<file path="src/rtl/me_pkg.sv">
// Shared constants, FSM encoding and width helper for the motion-estimation search control path.
package me_pkg;

    typedef enum logic [2:0] {
        ST_IDLE,
        ST_WAIT_REF,
        ST_FILL,
        ST_SEARCH,
        ST_REPORT
    } state_t;

    localparam int SAD_BIT_WIDTH  = 14;
    localparam int IDX_W          = 4;
    localparam int NUM_BATCHES    = 16;
    localparam int PIPE_LAT       = 3;
    localparam int BLOCKS_PER_ROW = 482;
    localparam int BLOCK_ROWS     = 270;
    localparam int EARLY_TERM_THR = 0;

    // Counter width that never collapses to zero bits for a count of one.
    function automatic int cw(input int n);
        return (n > 1) ? $clog2(n) : 1;
    endfunction

    localparam int BATCH_W = cw(NUM_BATCHES);
    localparam int BLKX_W  = cw(BLOCKS_PER_ROW);
    localparam int BLKY_W  = cw(BLOCK_ROWS);

endpackage

</file>
<file path="src/rtl/me_min_tracker.sv">
// Running minimum of SAD with the batch/index that produced it; strict-less compare so the earliest tie wins.
// Clear has priority over update; one-cycle register update, no backpressure.
module me_min_tracker
    import me_pkg::*;
#(
    parameter int SW = SAD_BIT_WIDTH,
    parameter int BW = BATCH_W,
    parameter int IW = IDX_W
) (
    input  logic          clk,
    input  logic          rst,
    input  logic          clr,
    input  logic          upd,
    input  logic [SW-1:0] sad,
    input  logic [BW-1:0] batch,
    input  logic [IW-1:0] index,
    output logic [SW-1:0] min_sad,
    output logic [BW-1:0] min_batch,
    output logic [IW-1:0] min_index
);

    always_ff @(posedge clk or posedge rst) begin
        if (rst) begin
            min_sad   <= '1;
            min_batch <= '0;
            min_index <= '0;
        end else if (clr) begin
            min_sad   <= '1;
            min_batch <= '0;
            min_index <= '0;
        end else if (upd && (sad < min_sad)) begin
            min_sad   <= sad;
            min_batch <= batch;
            min_index <= index;
        end
    end

endmodule

</file>
<file path="src/rtl/me_search_ctrl.sv">
// Sequences one 8x8 block search per sram_ready, reports best SAD over valid/ready, then rasters to the next block.
// Result appears PIPE_LAT+NUM_BATCHES cycles after sram_ready; ME_EARLY_TERM_EN enables threshold early exit.
module me_search_ctrl #(
    parameter int SAD_BIT_WIDTH  = me_pkg::SAD_BIT_WIDTH,
    parameter int NUM_BATCHES    = me_pkg::NUM_BATCHES,
    parameter int PIPE_LAT       = me_pkg::PIPE_LAT,
    parameter int BLOCKS_PER_ROW = me_pkg::BLOCKS_PER_ROW,
    parameter int BLOCK_ROWS     = me_pkg::BLOCK_ROWS,
    localparam int BW = me_pkg::cw(NUM_BATCHES),
    localparam int XW = me_pkg::cw(BLOCKS_PER_ROW),
    localparam int YW = me_pkg::cw(BLOCK_ROWS),
    localparam int IW = me_pkg::IDX_W
) (
    input  logic                     clk,
    input  logic                     rst,
    input  logic                     start,
    input  logic                     sram_ready,
    input  logic [SAD_BIT_WIDTH-1:0] MSAD_interim,
    input  logic [IW-1:0]            MSAD_index_interim,
    output logic                     blk_advance,
    output logic                     busy,
    output logic                     mv_valid,
    input  logic                     mv_ready,
    output logic [SAD_BIT_WIDTH-1:0] mv_sad,
    output logic [BW-1:0]            mv_batch,
    output logic [IW-1:0]            mv_index,
    output logic [XW-1:0]            blk_x,
    output logic [YW-1:0]            blk_y,
    output logic                     frame_done
);

    import me_pkg::*;

    localparam int FW = cw(PIPE_LAT);

    state_t                   state;
    logic [FW-1:0]            fill_cnt;
    logic [BW-1:0]            batch_cnt;
    logic [SAD_BIT_WIDTH-1:0] min_sad;
    logic [BW-1:0]            min_batch;
    logic [IW-1:0]            min_index;
    logic                     trk_clr;
    logic                     trk_upd;
    logic                     early_hit;
    logic                     last_blk;

    // The running min is held at all-ones whenever no block is in flight.
    assign trk_clr  = (state == ST_IDLE) || (state == ST_WAIT_REF);
    assign trk_upd  = (state == ST_SEARCH);
    assign last_blk = (blk_x == XW'(BLOCKS_PER_ROW - 1)) && (blk_y == YW'(BLOCK_ROWS - 1));

`ifdef ME_EARLY_TERM_EN
    // The min can only drop to the threshold through the incoming value itself.
    assign early_hit = (MSAD_interim <= SAD_BIT_WIDTH'(EARLY_TERM_THR));
`else
    assign early_hit = 1'b0;
`endif

    me_min_tracker #(
        .SW(SAD_BIT_WIDTH),
        .BW(BW),
        .IW(IW)
    ) u_min (
        .clk       (clk),
        .rst       (rst),
        .clr       (trk_clr),
        .upd       (trk_upd),
        .sad       (MSAD_interim),
        .batch     (batch_cnt),
        .index     (MSAD_index_interim),
        .min_sad   (min_sad),
        .min_batch (min_batch),
        .min_index (min_index)
    );

    assign mv_sad   = mv_valid ? min_sad   : '0;
    assign mv_batch = mv_valid ? min_batch : '0;
    assign mv_index = mv_valid ? min_index : '0;

    always_ff @(posedge clk or posedge rst) begin
        if (rst) begin
            state       <= ST_IDLE;
            fill_cnt    <= '0;
            batch_cnt   <= '0;
            blk_x       <= '0;
            blk_y       <= '0;
            busy        <= 1'b0;
            mv_valid    <= 1'b0;
            blk_advance <= 1'b0;
            frame_done  <= 1'b0;
        end else begin
            blk_advance <= 1'b0;
            frame_done  <= 1'b0;
            case (state)
                ST_IDLE: begin
                    if (start) begin
                        state <= ST_WAIT_REF;
                        busy  <= 1'b1;
                        blk_x <= '0;
                        blk_y <= '0;
                    end
                end
                ST_WAIT_REF: begin
                    if (sram_ready) begin
                        fill_cnt  <= '0;
                        batch_cnt <= '0;
                        state     <= (PIPE_LAT > 1) ? ST_FILL : ST_SEARCH;
                    end
                end
                ST_FILL: begin
                    fill_cnt <= fill_cnt + 1'b1;
                    if (fill_cnt == FW'(PIPE_LAT - 2)) begin
                        state <= ST_SEARCH;
                    end
                end
                ST_SEARCH: begin
                    batch_cnt <= batch_cnt + 1'b1;
                    if (early_hit || (batch_cnt == BW'(NUM_BATCHES - 1))) begin
                        state    <= ST_REPORT;
                        mv_valid <= 1'b1;
                    end
                end
                ST_REPORT: begin
                    if (mv_ready) begin
                        mv_valid    <= 1'b0;
                        blk_advance <= 1'b1;
                        if (last_blk) begin
                            state      <= ST_IDLE;
                            busy       <= 1'b0;
                            frame_done <= 1'b1;
                            blk_x      <= '0;
                            blk_y      <= '0;
                        end else begin
                            state <= ST_WAIT_REF;
                            if (blk_x == XW'(BLOCKS_PER_ROW - 1)) begin
                                blk_x <= '0;
                                blk_y <= blk_y + 1'b1;
                            end else begin
                                blk_x <= blk_x + 1'b1;
                            end
                        end
                    end
                end
                default: state <= ST_IDLE;
            endcase
        end
    end

endmodule

</file>
<file path="config.mk">
export PLATFORM = sky130hd
export DESIGN_NAME = me_search_ctrl
export DESIGN_NICKNAME = d
export VERILOG_FILES = /design/src/rtl/me_pkg.sv /design/src/rtl/me_min_tracker.sv /design/src/rtl/me_search_ctrl.sv
export SDC_FILE = /design/constraint.sdc
export NUM_CORES = 1
export LEC_CHECK = 0
export CAP_MARGIN = 20
export CORE_UTILIZATION = 52
export CTS_BUF_LIST = sky130_fd_sc_hd__clkbuf_4 sky130_fd_sc_hd__clkbuf_8 sky130_fd_sc_hd__clkbuf_16
export CTS_CLUSTER_SIZE = 10
export DETAILED_ROUTE_END_ITERATION = 10
export PLACE_DENSITY = 0.79
export SLEW_MARGIN = 20
export SYNTH_ARGS = -nofsm -noshare
export SYNTH_HDL_FRONTEND = slang
export SYNTH_HIERARCHICAL = 1
export SYNTH_SLANG_ARGS = --single-unit
</file>
<file path="constraint.sdc">
create_clock -name clk -period 2.5 [get_ports clk]
set_input_delay 0.5 -clock clk [delete_from_list [all_inputs] [get_ports clk]]
set_output_delay 0.5 -clock clk [all_outputs]
set_load 0.05 [all_outputs]
</file>
# Word level (Yosys, flattened, before mapping)
# Index checks and enable logic that the tools add are counted.
# totals
output_inout_bits	44
reg_bits	53
# op_classes
eq_ne	15
n_mux	41
n_reduce_logical	16
addsub	4
order_cmp	1
# op_table
operator	count
$mux 9	7
$mux 14	3
$pmux 9 s2	2
$mux 4	7
$add 9x1->9 const B	2
$eq 9x9->1 const B	2
$mux 3	5
$pmux 3 s5	1
$lt 14x14->1	1
$ne 2x2->1 const B	6
$mux 1	11
$reduce_bool 2->1	5
$pmux 4 s2	1
$reduce_and 4->1	2
$eq 3x2->1 const B	2
$reduce_and 3->1	2
$reduce_and 5->1	1
$add 4x1->4 const B	1
$eq 4x4->1 const B	1
$pmux 1 s2	2
$pmux 2 s2	1
$reduce_and 2->1	2
$eq 3x1->1 const B	1
$eq 3x3->1 const B	1
7 further kinds	8

# Longest topological paths before layout
# Gate-level depths: netlist of the first run.
# logic_depth
depth_word	5
depth_mapped	9
mapped_depth_nobuf	7

# Modules after synthesis
# Netlist of the first run, hierarchy kept.
# modules_own_cells
module	seq_area_each_um2	area_per_inst_um2	instances	cells_per_inst
me_search_ctrl	775.7	1838.0	1	193
me_min_tracker	568.0	1366.3	1	141

# Worst setup path after synthesis of the first run
# OpenSTA, ideal clock, no wires.
# synth_timing
kind	reg-to-reg
from	register state[1]
to	register u_min.min_sad[0]
period_less_slack_ns	2.193
stages_incl_launch_ff	10
path_slack_ns	0.307
t_arrival_ns	2.118
setup_ns	0.075
cell_sequence	dfrtp_1 clkbuf_1 and2b_1 and2_1 inv_1 a211oi_1 o221ai_1 a221oi_2 buf_6 mux2i_1
# synth_via
elab_chain_len	3
word_cells_on_any_way	7
classes_between	eq/ne: 2; mux: 1; reduce/logical: 4
# synth_rtl
element	line	text
from (decl)	me_search_ctrl.sv:36	state_t state;
from (signal assigned)	me_search_ctrl.sv:107	state <= (PIPE_LAT > 1) ? ST_FILL : ST_SEARCH;
$eq 3x2->1	me_search_ctrl.sv:49	assign trk_upd = (state == ST_SEARCH);
named net trk_upd	me_search_ctrl.sv:43	logic trk_upd;
$logic_and 1x1->1	me_min_tracker.sv:31	end else if (upd && (sad < min_sad)) begin
$reduce_bool 2->1 (no source line)	-	
to (signal assigned)	me_min_tracker.sv:24	min_sad <= '1;
to (signal assigned)	me_min_tracker.sv:28	min_sad <= '1;
to (signal assigned)	me_min_tracker.sv:32	min_sad <= sad;
to (decl)	me_min_tracker.sv:17	output logic [SW-1:0] min_sad,
# The timed path passes the listed nets, and every way through them passes these cells.
# A chain may end at the register's enable or synchronous reset.

# Final worst setup path of the first run
# layout_timing
from	register mv_valid
to	output port mv_sad[8]
# layout_via
elab_chain_len	1
# layout_rtl
element	line	text
from (decl)	me_search_ctrl.sv:22	output logic mv_valid,
from (signal assigned)	me_search_ctrl.sv:88	mv_valid <= 1'b0;
from (signal assigned)	me_search_ctrl.sv:120	mv_valid <= 1'b1;
from (signal assigned)	me_search_ctrl.sv:125	mv_valid <= 1'b0;
$mux 14	me_search_ctrl.sv:76	assign mv_sad = mv_valid ? min_sad : '0;
to (decl)	me_search_ctrl.sv:24	output logic [SAD_BIT_WIDTH-1:0] mv_sad,
# No other way between the ends.

==> results of run 1 <==
==> where the power goes <==
group	switching (mW)	total, mW	internal (mW)
clock network	0.283	0.509	0.225
logic	1.21	2.02	0.806
registers	0.203	1.36	1.16
==> area by class of cell <==
type                            count  share of cell area (%)
Sequential cell                    53                    33.4
Clock inverter                      2                   0.342
Clock buffer                        6                    2.05
Multi-Input combinational cell    247                    42.4
Tap cell                           75                    2.33
Inverter                           20                    1.86
Timing Repair Buffer               77                    17.6
==> critical path, cell delays in order (launching register included) <==
cell and delay (ps):
dfrtp_1 520, and2_1 190, clkdlybuf4s50_1 800
==> cell usage in the layout (no fill, tap or decap), drive strengths merged, types with 9 or more instances in the layout <==
cell,Yosys,final
dfstp,14,14
nor2,41,41
nand3,9,9
nand2b,19,19
buf,5,30
nand2,19,19
clkdlybuf4s50,0,47
nand4,11,11
inv,20,20
o21ai,15,15
dfrtp,39,39
mux2i,22,22
a21oi,16,16
ha,19,19
and2,25,25
==> per-layer routing <==
layer  track usage (%)  up-vias  routed length, um
met1              30.5     1298               3220
met2              36.9       67               3420
met3              4.89        6                356
li1                  -     1302                  -
met5                 0        -                  0
met4              7.14        0                 67
==> metrics by stage <==
| stage | total power [mW] | std cells | util (%) | setup WS [ps] |
|---|---|---|---|---|
| after floorplan | 2.84 | 334 | - | 307 |
| final | 3.88 | 480 | 68.0 | 196 |
| after global placement | 3.32 | 472 | 66.4 | 37.7 |
| after CTS | 3.90 | 480 | 68.0 | 170 |
| after global routing | 4.15 | 480 | 68.0 | 119 |
| after detailed placement | 3.38 | 472 | 66.4 | -37.7 |
==> state kept, by name, summed over array words and instances (netlist names) <==
register	count
fill_cnt	2
batch_cnt	4
state	3
u_min/min_sad	14
busy	1
u_min/min_index	4
blk_advance	1
blk_y	9
u_min/min_batch	4
mv_valid	1
frame_done	1
blk_x	9
==> kinds of logic (layout without fill, tap and decap cells) <==
| family | count (synthesis) | after routing |
|---|---|---|
| adder cells (fa/ha/maj) | 19 | 19 |
| buffers and inverters | 34 | 105 |
| AO/OA/AOI/OAI | 48 | 48 |
| flip-flops | 53 | 53 |
| XOR/XNOR | 6 | 6 |
| AND/OR/NAND/NOR | 150 | 150 |
| multiplexers | 24 | 24 |
==> worst min-delay path by stage <==
stage	endpoint	slack [ps]	startpoint
global route	blk_y[8]	490	rst
finish	blk_y[8]	470	rst
global placement	u_min/min_sad[2]	500	u_min/min_sad[2]
detailed placement	u_min/min_sad[1]	520	u_min/min_sad[1]
CTS	blk_y[8]	460	rst
floorplan	u_min/min_batch[0]	480	rst
==> metrics.md, run 1 <==
| Metric | Value |
|---|---|
| Port bufs | 66 |
| Ant diodes | 0 |
| First-pass GRT wire length | 11.5 mm |
| Clock sink total | 53 |
| FF-to-FF End | u_min/min_sad[10] |
| Chip Height | 80.5 um |
| CTS Buf Count | 5 |
| Synth Area in Simple Gates | 26.6% |
| Total grt overflow | 0 |
| EDFF count, synth | 0 |
| Depth of the CTS H-tree | 2 |
| Critical Path RT | 2000 ps |
| Clk slew on worst S/H paths | 90 ps |
| Worst Hold Class | in -> async |
| Setup violators final | 0 |
| CP Launch Point | mv_valid |
| Crit path DAT | 1800 ps |
| Initial core utilization | 54.1% |
| Kind of critical path | reg -> out |
| RSZ-0062 raised after global routing | no |
| Worst Setup EP | mv_sad[8] |
| Detailed-route DRC error count | 0 |
| Yosys top cell area share | 30.5% |
| Placed Area | 3930 um^2 |
| Synth area leaders | dfrtp_1, dfstp_2, ha_1 |
| Final clock skew | 9.87 ps |
| Core Box Area | 5920 um^2 |
| Cell area after synthesis | 3200 um^2 |
| Filler instances | 470 |
| Startpoint Class | flip-flop |
| Worst reg2reg startpoint | u_min/min_sad[13] |
| Skew-Pair Late Insertion Delay | 300 ps |
| I/O pin total | 67 |
| Pins over their slew limit | 0 |
| Post-Synth Adder-Cell Area | 7.42% |
| Top-count cell post-synth | nor2_1 |
| FF-to-FF setup slack | 320 ps |
| Final Cell Area | 4030 um^2 |
| Hold buffers post-CTS | 0 |
| Largest net degree at the start of global routing | 45 |
| Tot GR Track Use | 22.9% |
| Gate Count Post-Synth | 334 |
| Synth Area in XOR/XNOR | 1.64% |
| Area leader, netlist | dfrtp_1 |
| Warnings, synthesis | 6 |
| DRT Wirelength | 7.07 mm |
| Static Leakage | 1.87 nW |
| Status | finished clean |
| Vias in the first global route | 2548 |
| Post-synthesis async set-or-reset flop share | 100% |
| FMAX | 434 MHz |
| Initial antenna violation count | 0 |
| Multi-input logic area | 1710 um^2 |
| Compound-Gate Fraction of Synth Area | 9.57% |
| PD cells | 965 nW/um^2 |
| Minimum clock period | 2300 ps |
| Slew headroom | 54.4% |
| Cts repair resizes | 0 |
| CTS Buffer Depth | 2 |
| Die X | 80.5 um |
| Setup Buffers After CTS | 0 |
| Die Footprint | 6480 um^2 |
| Vias | 2673 |
| Crit end category | output pin |
| Mean number of vias per cell | 5.57 |
| Largest family of logic cells by synthesized area | simple AND/OR/NAND/NOR gates |
| Layout cells sized above 1 | 15.3% |
| Root buf cell | clkbuf_8 |
| Site Rows | 28 |
| Distinct cells, synth | 43 |
| Drt first pass iters | 4 |
| CP max FO | 9 |
| Final net count | 446 |
| Worst Reg-to-Reg Cells | 7 |
| Mapped Nets | 376 |
| Synth Flop Type | dfrtp_1 |
| Final hold violations | 0 |
| RD Place Congestion | 0.806 |
| Multiplexer area fraction after synthesis | 7.69% |
| Maxcap violations | 0 |
| Mean post-synth cell area | 9.59 um^2 |
| DP HPWL | 5.19 mm |
| TNS Setup | 0 ps |
| Yosys reg bits | 53 |
| Drt wl/cell | 14.7 um |
| Worst IR Drop VDD | 683 uV |
| P&R area growth vs syn | 25.7% |
| Most instantiated cells after synthesis | nor2_1, dfrtp_1, and2_1 |
| Final hold slack | 468 ps |
| Register Area | 1340 um^2 |
| Final Cycle Share | 92.1% |
| Post-synthesis sequential area ratio | 41.9% |
| Worst-margin pin slew | 683 ps |
| Initial drt markers | 157 |
| DRT antenna net count | 0 |
| CTS tree | done |
Power figures use the tool's default switching activity.
==> inputs of run 2 (changes only) <==
CTS_CLUSTER_SIZE = 20   (was 10)
==> results of run 2 <==
Same layout as run 1: the final DEF is identical, and so are final timing and power.
==> inputs of run 3 (changes only) <==
REMOVE_ABC_BUFFERS = 1   (was unset)
==> metrics.md, run 3 (same netlist as run 1, synthesis figures left out) <==
| Metric | Value |
|---|---|
| Status | finished clean |
| CTS tree | done |
| Chip Height | 80.5 um (unchanged) |
| Worst Hold Class | reg -> reg |
| Root buf cell | clkbuf_8 |
| Pins over their slew limit | 0 (unchanged) |
| Initial drt markers | 183 (+17%) |
| Die Footprint | 6480 um^2 (unchanged) |
| Final clock skew | 10.8 ps (+0.916 ps) |
| Site Rows | 28 (unchanged) |
| Core Box Area | 5920 um^2 (unchanged) |
| DRT Wirelength | 6.65 mm (-5.9%) |
| Final Cycle Share | 91.6% (-0.54 points) |
| Largest net degree at the start of global routing | 45 (unchanged) |
| PD cells | 958 nW/um^2 (-0.75%) |
| Max reg flops | 14 (unchanged) |
| Final net count | 445 (-0.22%) |
| Static Leakage | 1.87 nW (-0.21%) |
| Depth of the CTS H-tree | 2 (unchanged) |
| Layout cells sized above 1 | 15.8% (+0.53 points) |
| Final hold slack | 527 ps (+59.1 ps) |
| Drt first pass iters | 4 (unchanged) |
| Crit path DAT | 2510 ps (+710 ps) |
| Die X | 80.5 um (unchanged) |
| TNS Setup | 0 ps (unchanged) |
| DP HPWL | 4.80 mm (-7.6%) |
| Top reg by flops | u_min/min_sad |
| Vias in the first global route | 2491 (-2.2%) |
| Final hold violations | 0 (unchanged) |
| Tot GR Track Use | 21.8% (-1.1 points) |
| Skew-Pair Late Insertion Delay | 300 ps (about the same) |
| First-pass GRT wire length | 11.1 mm (-3.6%) |
| P&R area growth vs syn | 24.8% |
| Drt wl/cell | 13.9 um (-5.7%) |
| Vias | 2608 (-2.4%) |
| Maxcap violations | 0 (unchanged) |
| Leading cell type in the layout, fill and taps excluded | clkdlybuf4s50_1 |
| Critical Path RT | 2710 ps (+710 ps) |
| I/O pin total | 67 (unchanged) |
| RD Place Congestion | 0.848 (+5.3%) |
| Worst IR Drop VDD | 596 uV (-13%) |
| Mean number of vias per cell | 5.44 (-2.2%) |
| Placed insts | 471 (-0.21%) |
| Startpoint Class | primary input |
| FF-to-FF setup slack | 250 ps (-70 ps) |
| Crit end category | flip-flop |
| Detailed-route DRC error count | 0 (unchanged) |
| Total grt overflow | 0 (unchanged) |
| FMAX | 437 MHz (+0.59%) |
| Fin cells | 479 (-0.21%) |
| DRT antenna net count | 0 (unchanged) |
| Kind of critical path | in -> reg |
| Hold buffers post-CTS | 0 (unchanged) |
| Initial antenna violation count | 0 (unchanged) |
| Port bufs | 66 (unchanged) |
| Setup violators final | 0 (unchanged) |
| Power Total | 3.83 mW (-1.4%) |
| RSZ-0062 raised after global routing | no |
| Cts repair resizes | 0 (unchanged) |
| CP max FO | 11 (+2) |
| Initial core utilization | 54.1% (unchanged) |
| Clk slew on worst S/H paths | 80 ps (about the same) |
| Final WS setup | 210 ps (+13.5 ps) |
| Slew headroom | 59.0% (+4.6 points) |
| Commonest non-fill, non-tap cells in the layout | clkdlybuf4s50_1, nor2_1, dfrtp_1 |
| Worst-margin pin slew | 614 ps (-68.8 ps) |
| Minimum clock period | 2290 ps (-13.5 ps) |
| CTS Buffer Depth | 2 (unchanged) |
| DP Worst Slack | -43.6 ps (-5.86 ps) |
| Setup Buffers After CTS | 0 (unchanged) |
| Regs by FF count | u_min/min_sad x14, blk_x x9, blk_y x9 |
| Ant diodes | 0 (unchanged) |
| CTS Buf Count | 5 (unchanged) |
| Clock sink total | 53 (unchanged) |
-- run 3: cell types whose count changed in the layout (fill, tap and decap cells not counted) --
cell	change
buf_4	+3
clkdlybuf4s50_1	-3
clkbuf_4	+2
buf_12	-1
clkinv_2	-1
clkinv_4	-1
-- run 3: metrics by stage --
step | instance area, um^2 | utilization, %
finish | 4000 | 67.6
detailed placement | 3900 | 65.9
floorplan | 3110 | -
global placement | 3900 | 65.9
global route | 4000 | 67.6
CTS | 4000 | 67.6
-- run 3: worst paths after layout --
kind                                  startpoint            endpoint  depth (start not counted)
worst min-delay path            u_min/min_sad[3]    u_min/min_sad[3]                          2
worst max-delay path            MSAD_interim[13]  u_min/min_index[1]                          7
min in group asynchronous                    rst  u_min/min_index[0]                          3
worst max register to register          state[1]  u_min/min_index[1]                          8
max in group asynchronous                    rst        batch_cnt[2]                          3
worst min register to register  u_min/min_sad[3]    u_min/min_sad[3]                          2
-- run 3: worst max-delay path, stage by stage --
cell	delay [ps]
clkdlybuf4s50_1	430
ha_1	320
a211oi_1	290
o221ai_1	210
a221oi_4	240
buf_4	280
mux2i_1	230
-- run 3: cell type report --
type                       count  area (um^2)
inverter                      20         75.1
fill                         514         1920
clock buffer                   8         97.6
sequential                    53         1340
multi-input combinational    247         1710
timing repair buffer          76          681
tap                           75         93.8
-- run 3: per-layer routing --
metal,GRT usage [%],vias up,share of wire [%]
met2,36.1,72,48
met3,3.30,7,4.7
met1,28.8,1228,47
met5,0,-,0
li1,-,1301,-
met4,7.14,0,0.90
-- run 3: report_power, final --
| part | internal, mW | switching (mW) | leakage [nW] |
|---|---|---|---|
| sequential | 1.16 | 0.205 | 0.670 |
| clock | 0.248 | 0.263 | 0.0523 |
| combinational | 0.772 | 1.19 | 1.14 |
| total | 2.17 | 1.66 | 1.87 |
